### src/rtl/decrypt_pkg.sv
// Shared constants, tap table, FSM state type and LFSR step for the
// hardwired LFSR-stream decryptor.
package decrypt_pkg;

    localparam int unsigned MSG_LEN     = 64;
    localparam int unsigned CIPHER_BASE = 64;
    localparam int unsigned PLAIN_BASE  = 0;
    localparam int unsigned PRE_CHECK   = 10;
    localparam int unsigned DM_DEPTH    = 256;
    localparam int unsigned NUM_PTRN    = 9;

    localparam logic [7:0] SPACE  = 8'h20;
    localparam logic [6:0] SPACE7 = SPACE[6:0];

    localparam logic [6:0] LFSR_PTRN [NUM_PTRN] = '{
        7'h60, 7'h48, 7'h78, 7'h72, 7'h6A, 7'h69, 7'h5C, 7'h7E, 7'h7B
    };

    typedef enum logic [2:0] {
        S_IDLE,
        S_SEED,
        S_SEARCH,
        S_DREAD,
        S_DWRITE,
        S_DONE
    } state_e;

    function automatic logic [6:0] lfsr_step(input logic [6:0] s, input logic [6:0] p);
        return {s[5:0], ^(s & p)};
    endfunction

endpackage

### src/rtl/data_mem.sv
// Byte-wide data memory: combinational read, synchronous write, one shared
// address so only one access can happen per cycle. Contents are never reset.
module data_mem
    import decrypt_pkg::*;
#(
    parameter int unsigned DEPTH = DM_DEPTH
) (
    input  logic                     clk_i,
    input  logic                     we_i,
    input  logic [$clog2(DEPTH)-1:0] addr_i,
    input  logic [7:0]               wdata_i,
    output logic [7:0]               rdata_o
);

    logic [7:0] core [DEPTH];

    always_ff @(posedge clk_i) begin
        if (we_i) begin
            core[addr_i] <= wdata_i;
        end
    end

    assign rdata_o = core[addr_i];

endmodule

### src/rtl/top_level.sv
// LFSR-stream decryptor: recovers seed and tap pattern from the space preamble
// of DM[64..127], then writes the decrypted message into DM[0..63].
module top_level
    import decrypt_pkg::*;
(
    input  logic clk,
    input  logic init,
    input  logic req,
    output logic ack
);

    localparam int unsigned AW = $clog2(DM_DEPTH);

    state_e        state_q, state_d;
    logic [5:0]    idx_q,   idx_d;
    logic [3:0]    pidx_q,  pidx_d;
    logic [6:0]    seed_q,  seed_d;
    logic [6:0]    lfsr_q,  lfsr_d;
    logic [7:0]    cbyte_q, cbyte_d;

    logic [AW-1:0] addr;
    logic          we;
    logic [7:0]    wdata;
    logic [7:0]    rdata;
    logic [6:0]    ptrn;
    logic [6:0]    s_next;

    data_mem #(.DEPTH(DM_DEPTH)) DM (
        .clk_i   (clk),
        .we_i    (we),
        .addr_i  (addr),
        .wdata_i (wdata),
        .rdata_o (rdata)
    );

    assign ptrn   = LFSR_PTRN[pidx_q];
    assign s_next = lfsr_step(lfsr_q, ptrn);

    always_ff @(posedge clk or negedge init) begin
        if (!init) begin
            state_q <= S_IDLE;
            idx_q   <= '0;
            pidx_q  <= '0;
            seed_q  <= '0;
            lfsr_q  <= '0;
            cbyte_q <= '0;
        end else begin
            state_q <= state_d;
            idx_q   <= idx_d;
            pidx_q  <= pidx_d;
            seed_q  <= seed_d;
            lfsr_q  <= lfsr_d;
            cbyte_q <= cbyte_d;
        end
    end

    always_comb begin
        state_d = state_q;
        idx_d   = idx_q;
        pidx_d  = pidx_q;
        seed_d  = seed_q;
        lfsr_d  = lfsr_q;
        cbyte_d = cbyte_q;
        addr    = '0;
        we      = 1'b0;
        wdata   = '0;
        ack     = 1'b0;

        case (state_q)
            S_IDLE: begin
                if (!req) begin
                    state_d = S_SEED;
                end
            end
            S_SEED: begin
                addr    = AW'(CIPHER_BASE);
                seed_d  = rdata[6:0] ^ SPACE7;
                lfsr_d  = rdata[6:0] ^ SPACE7;
                pidx_d  = '0;
                idx_d   = 6'd1;
                state_d = S_SEARCH;
            end
            S_SEARCH: begin
                addr = AW'(CIPHER_BASE) + AW'(idx_q);
                if ((rdata[6:0] ^ s_next) == SPACE7) begin
                    if (idx_q == 6'(PRE_CHECK - 1)) begin
                        idx_d   = '0;
                        lfsr_d  = seed_q;
                        state_d = S_DREAD;
                    end else begin
                        idx_d  = idx_q + 6'd1;
                        lfsr_d = s_next;
                    end
                end else begin
                    idx_d  = 6'd1;
                    lfsr_d = seed_q;
                    // Table exhausted: fall back to pattern 0 rather than stall.
                    if (pidx_q == 4'(NUM_PTRN - 1)) begin
                        pidx_d  = '0;
                        idx_d   = '0;
                        state_d = S_DREAD;
                    end else begin
                        pidx_d = pidx_q + 4'd1;
                    end
                end
            end
            S_DREAD: begin
                addr    = AW'(CIPHER_BASE) + AW'(idx_q);
                cbyte_d = rdata;
                state_d = S_DWRITE;
            end
            S_DWRITE: begin
                addr   = AW'(PLAIN_BASE) + AW'(idx_q);
                we     = 1'b1;
                wdata  = (cbyte_q[7] == ^cbyte_q[6:0]) ? {1'b0, cbyte_q[6:0] ^ lfsr_q} : 8'h80;
                lfsr_d = s_next;
                if (idx_q == 6'(MSG_LEN - 1)) begin
                    state_d = S_DONE;
                end else begin
                    idx_d   = idx_q + 6'd1;
                    state_d = S_DREAD;
                end
            end
            S_DONE: begin
                ack = 1'b1;
            end
            default: begin
                state_d = S_IDLE;
            end
        endcase

        // req high outside IDLE abandons the run; suppress any pending write.
        if (state_q != S_IDLE && req) begin
            state_d = S_IDLE;
            we      = 1'b0;
        end
    end

endmodule

### config.mk
export PLATFORM = sky130hd
export DESIGN_NAME = top_level
export DESIGN_NICKNAME = d
export VERILOG_FILES = /design/src/rtl/decrypt_pkg.sv /design/src/rtl/data_mem.sv /design/src/rtl/top_level.sv
export SDC_FILE = /design/constraint.sdc
export NUM_CORES = 1
export LEC_CHECK = 0
export BUFFER_PORTS_ARGS = -buffer_cell sky130_fd_sc_hd__buf_2
export CORE_MARGIN = 2
export CORE_UTILIZATION = 30
export DETAILED_ROUTE_END_ITERATION = 8
export SLEW_MARGIN = 20
export SYNTH_ARGS = -nofsm -noshare
export SYNTH_HDL_FRONTEND = slang
export SYNTH_SLANG_ARGS = --single-unit
### constraint.sdc
create_clock -name clk -period 10.39 [get_ports clk]
set_input_delay 1.039 -clock clk [delete_from_list [all_inputs] [get_ports clk]]
set_output_delay 1.039 -clock clk [all_outputs]
set_load 0.05 [all_outputs]
# ---- Word level (Yosys, flattened, before mapping)
# Memory sizes are Yosys's and may differ from the RTL's.
# Cells that the tools add are included.
dict set report totals {
  register_bits 35
  latch_bits 0
  mem_bits_rw 2048
  romBits 112
  in_bits 3
  output_inout_bits 1
  wordCells 72
  mem_count 2
}
dict set report classes {
  add_sub_neg 3
  n_mul 0
  n_div 0
  order_cmp 1
  n_eq_ne 16
  n_shift 0
  muxes 28
  n_bitwise 5
  n_reduce_logical 11
}
# memory depth width read_ports rd_ports_with_merged_regs write_ports line
set memory_table {}
lappend memory_table {DM.core 256 8 1 0 1 data_mem.sv:15} ;# logic [7:0] core [DEPTH];
lappend memory_table {{(name not given)} 16 7 1 0 0 top_level.sv:36} ;# assign ptrn = LFSR_PTRN[pidx_q];
# op n
set op_table {}
lappend op_table {{$mux 7} 4}
lappend op_table {{$pmux 8 s3} 1}
lappend op_table {{$pmux 7 s3} 1}
lappend op_table {{$mux 3} 6}
lappend op_table {{$mux 6} 3}
lappend op_table {{$pmux 3 s6} 1}
lappend op_table {{$pmux 6 s3} 1}
lappend op_table {{$mux 8} 2}
lappend op_table {{$reduce_xor 7->1} 2}
lappend op_table {{$xor 7x7->7} 2}
lappend op_table {{$add 7x6->8 const A} 1}
lappend op_table {{$mux 4} 2}
lappend op_table {{$ne 4x4->1 const B} 2}
lappend op_table {{$pmux 4 s2} 1}
lappend op_table {{$and 7x7->7} 1}
lappend op_table {{$eq 7x6->1 const B} 1}
lappend op_table {{$add 6x1->6 const B} 1}
lappend op_table {{$eq 3x2->1 const B} 2}
lappend op_table {{$eq 3x3->1 const B} 2}
lappend op_table {{$eq 6x4->1 const B} 1}
lappend op_table {{$eq 6x6->1 const B} 1}
lappend op_table {{$mux 1} 6}
lappend op_table {{$ne 2x2->1 const B} 3}
lappend op_table {{$reduce_bool 3->1} 2}
lappend op_table {{14 further kinds} 15}

# ---- Longest topological paths before layout
dict set report logic_depth {
  word_depth 11
  mapped_depth 18
  ltp_nobuf 12
}

# ---- By module
# Synthesis repeated with hierarchy kept, for this count alone.
dict set report unflattened {
  cells_unflattened 3798
  hier_area_um2 80732.4
}
# mod instances cells_each area_each_um2 seq_area_each_um2
set modules_own_cells {}
lappend modules_own_cells {data_mem 1 3539 78332.6 61499.0}
lappend modules_own_cells {top_level 1 259 2399.8 875.8}

# ---- Least setup slack after synthesis
# No wires, ideal clock.
dict set report synth_path {
  path_type {register to register}
  startpoint {register state_q[0]}
  endpoint {memory DM.core[0][1], data pin}
  setup_ps 799
  arrival_ps 4340
  t_required_ps 9591
  setup_slack_ps 5251
  path_stages_with_launch 7
  n_path_buf 3
  period_less_slack_ps 5139
  path_cell_list {dfrtp_1 buf_6 nor3b_2 buf_4 buf_6 nand2_1 nor2_1}
}
dict set report synth_via {
  elab_chain_len 2
}
# element line
set synth_lines {}
lappend synth_lines {{from (decl)} top_level.sv:14} ;# state_e state_q, state_d;
lappend synth_lines {{from (signal assigned)} top_level.sv:48} ;# state_q <= state_d;
lappend synth_lines {{$eq 3x3->1} top_level.sv:69} ;# case (state_q)
lappend synth_lines {{$mux 8} top_level.sv:69}
lappend synth_lines {{net DM.wdata_i[1]} data_mem.sv:11} ;# input logic [7:0] wdata_i,
lappend synth_lines {{to (decl)} data_mem.sv:15}
# The timed path passes the listed nets, and every way through them passes these cells.

# ---- Worst setup path after layout
dict set report layout_path {
  startpoint {register idx_q[1]}
  endpoint {register idx_q[0]}
}
dict set report layout_via {
  elab_chain_len 7
  word_cells_on_any_way 12
  cone_classes {add/sub (1); eq/ne (4); mux (4); bitwise (1); reduce/logical (1); memory (1)}
}
# element line
set layout_lines {}
lappend layout_lines {{from (decl)} top_level.sv:15} ;# logic [5:0] idx_q, idx_d;
lappend layout_lines {{from (signal assigned)} top_level.sv:49} ;# idx_q <= idx_d;
lappend layout_lines {{$add 7x6->8} {top_level.sv:84, top_level.sv:108}}
lappend layout_lines {{$pmux 8 s3} top_level.sv:69}
lappend layout_lines {{$mem_v2 256x8} -}
lappend layout_lines {{$xor 7x7->7} top_level.sv:85} ;# if ((rdata[6:0] ^ s_next) == SPACE7) begin
lappend layout_lines {{$eq 7x6->1} top_level.sv:85}
lappend layout_lines {{$mux 6} top_level.sv:85}
lappend layout_lines {{$pmux 6 s3} top_level.sv:69}
# Several ways; a longest one is shown, not always the timed one.
# A chain may end at the register's enable or synchronous reset.

==> impl_metrics.toml <==
[status]
outcome = "completed"

[power_and_ir_drop]
power_per_cell_area_mw_per_mm2 = 205
leakage_nw = 15.4
worst_ir_drop_vdd_v = 0.000153
power_mw = 9.69

[critical_path]
max_stage_delay_on_crit_path_ns = 0.79
path_delay_family = "compound AO/OA/AOI/OAI gates"
critical_path.startpoint_type = "flop"
critical_path.n_buffers_inverters = 2
critical_path.cell_chain = "buf_12, o22ai_1, nor2_4, buf_4, o221ai_1, a22oi_1, a41oi_1, or4_4, xnor2_1, nor3_2, and4_4, a21oi_1, o311ai_0"
critical_path_arrival_ns = 6.36
cell_count_of_the_worst_reg_to_reg_path = 13
critical-path-slowest-cell = "dfrtp_4"
worst-path-max-fanout = 87
critical_path.endpoint_type = "flop"
worst_path_required_time_ns = 10.96
path_depth = 13
timing.setup.critical_path_class = "reg -> reg"

[clock_tree]
clock_input_transition_at_the_sequential_cells_of_the_worst_setup_and_hold_paths_ns = 0.06
cts.sinks = 995
cts_tree = "done"
post_cts_resize_count = 0
cts.root.buffer_cell = "clkbuf_16"
cts_hold_buffers = 0
numCtsBuffers = 104
cts_htree_levels = 3
clk_latency_ns = 0.69
cts_buffer_depth = 3
cts.repair_timing.setup_buffer_count = 0

[timing]
holdWs_ns = 0.460
max-slew-margin-rel_pct = 26.6
timing.final.hold_violations = 0
finalSetupTns_ns = 0
unrepaired_setup_endpoints_after_global_routing = "false"
worst_pin_slew_ns = 1.10
report.final.setup_viol = 0
worst_clock_skew_ns = 0.0513
final.min_clock_period_ns = 5.79
highest_clock_rate_ghz = 0.173
final-max-slew-violation-count = 0
fin_crit_sh_pct = 55.8

[layout]
layout.cells.most_common = "edfxtp_1"
final_cell_mix = "edfxtp_1 (960), conb_1 (512), nor2_1 (159)"
layout.nets = 2903
final_util_pct = 35.5
synthToLayoutAreaGrowth_pct = 17.9
layout-drive-gt1-share_pct = 11.6

[synthesis]
synth_top_flop_cell = "edfxtp_1"
synth_warnings = 0
synth_area_per_cell_um2 = 17.0
netlist_instances = 2353
ys_seq_elements = 995
asyncSetResetFlopFracSynth_pct = 3.52
synth_edf_count = 960
netlist-cell-type-count = 95
synth_sequential_area_ratio_pct = 74.1
synth.cell_area_mm2 = 0.0401

[global_routing]
first_pass_grt_wire_length_um = 151000
grt_max_degree = 123
grt_overflow_total = 0
grt_pass1_vias = 22613
initial_antenna_violation_count = 3
grtUsageTotal_pct = 14.8

[detailed_routing]
via_count = 23170
avgViaCountPerCell = 4.87
drt_iter0_markers = 2884
first_pass_iters = 6
totalWireLength_um = 103000
drt_drc_violations_left = 0
route.detailed.wl_per_inst_um = 21.6
postRouteAntennaNets = 0

[floorplanning]
initial_standard_cell_utilization_of_the_core_pct = 30.1
fp.dieArea_mm2 = 0.137
chipHeight_um = 370
core_region_area_mm2 = 0.133
die_w_um = 370
fp-row-count = 134
top_level_ports = 4

[placement]
numPortBuffers = 3
gp_congestion = 0.886
sum_of_net_half_perimeters_after_detailed_placement_um = 61400

[run]
maxCapViolCount = 0

[worst_hold_path]
min-delay-path-class = "in -> async"
-- kinds of logic (layout without fill, tap and decap cells) --
family | Yosys count | count (layout) | share of synthesized area [%]
mux | 233 | 233 | 8.83
other cells | 1 | 513 | 0.00935
fa+ha+maj | 6 | 6 | 0.187
buf+inv | 163 | 283 | 2.54
flops | 995 | 995 | 74.1
compound gates | 513 | 513 | 8.99
simple gates | 416 | 416 | 4.79
xor+xnor | 26 | 26 | 0.568
-- metal layers --
metal  routed length (um)  global-route usage, %
met4                 3980                   5.87
met3                 9230                   3.13
met5                    0                      0
met1                42100                   19.9
met2                47200                   23.2
-- registers in the layout (all words and copies together) (netlist names) --
signal   count
DM.core    960
cbyte_q      8
idx_q        6
lfsr_q       7
pidx_q       4
seed_q       7
state_q      3
-- through the flow --
step	std cells	instance area, um^2	worst slack, ns
after floorplan	2864	42000	5.25
after global placement	4554	43900	4.63
after detailed placement	4555	44000	4.62
after CTS	4751	47200	4.60
after global routing	4752	47300	4.15
final	4753	47300	4.60
-- final timing paths --
kind	slack [ns]	startpoint	endpoint
worst max-delay path	4.60	idx_q[1]$_DFFE_PN0P_	idx_q[0]$_DFFE_PN0P_
worst min-delay path	0.46	init	lfsr_q[1]$_DFFE_PN0P_
worst max register to register	4.60	idx_q[1]$_DFFE_PN0P_	idx_q[0]$_DFFE_PN0P_
worst min register to register	0.48	seed_q[3]$_DFFE_PN0P_	seed_q[3]$_DFFE_PN0P_
max in group asynchronous	9.32	init	idx_q[0]$_DFFE_PN0P_
min in group clk	0.48	seed_q[3]$_DFFE_PN0P_	seed_q[3]$_DFFE_PN0P_
-- cell type report --
type | instances | area, um^2
Fill cell | 12753 | 85800
Sequential cell | 995 | 29700
Multi-Input combinational cell | 1706 | 11400
Clock buffer | 131 | 2700
Tap cell | 1768 | 2210
Timing Repair Buffer | 76 | 624
Clock inverter | 65 | 553
Inverter | 11 | 41.3
Antenna cell | 1 | 2.50
-- synth_stat cells (all sizes together) (4+ instances only) --
cell / number / area, um^2
xor2: 4 / 35.0
o21ai: 80 / 412
nand2: 117 / 449
a211oi: 19 / 148
o211ai: 17 / 128
a22oi: 13 / 97.6
a32oi: 5 / 43.8
inv: 10 / 37.5
a21oi: 90 / 473
a2bb2oi: 30 / 263
a222oi: 17 / 170
nor3: 22 / 115
nor2: 169 / 644
o22ai: 81 / 507
xnor2: 22 / 193
mux2i: 128 / 1280
o2bb2ai: 7 / 61.3
a211o: 10 / 87.6
ha: 6 / 75.1
a21o: 9 / 67.6
buf: 115 / 826
a221oi: 4 / 47.6
nor4: 11 / 68.8
o21a: 5 / 37.5
o21bai: 6 / 45.0
nand4: 11 / 68.8
nand3: 23 / 115
o32ai: 13 / 121
edfxtp: 960 / 28800
o221ai: 39 / 342
a31oi: 20 / 125
nor3b: 7 / 57.6
or3: 5 / 31.3
mux2: 14 / 158
or4: 4 / 33.8
o22a: 5 / 43.8
nor2b: 10 / 62.6
and2: 8 / 50.1
nand2b: 12 / 75.1
a2111oi: 7 / 61.3
o31ai: 11 / 82.6
dfrtp: 35 / 876
mux4: 91 / 2100
clkbuf: 36 / 144
-- power by group --
part | leakage (nW) | internal, mW | total, mW | switching, mW
Clock | 1.60 | 2.03 | 3.58 | 1.55
Sequential | 9.22 | 4.60 | 4.74 | 0.139
Combinational | 4.60 | 0.496 | 1.38 | 0.884
Total | 15.4 | 7.12 | 9.69 | 2.57
No activity file was read; power rests on OpenSTA's default activity.
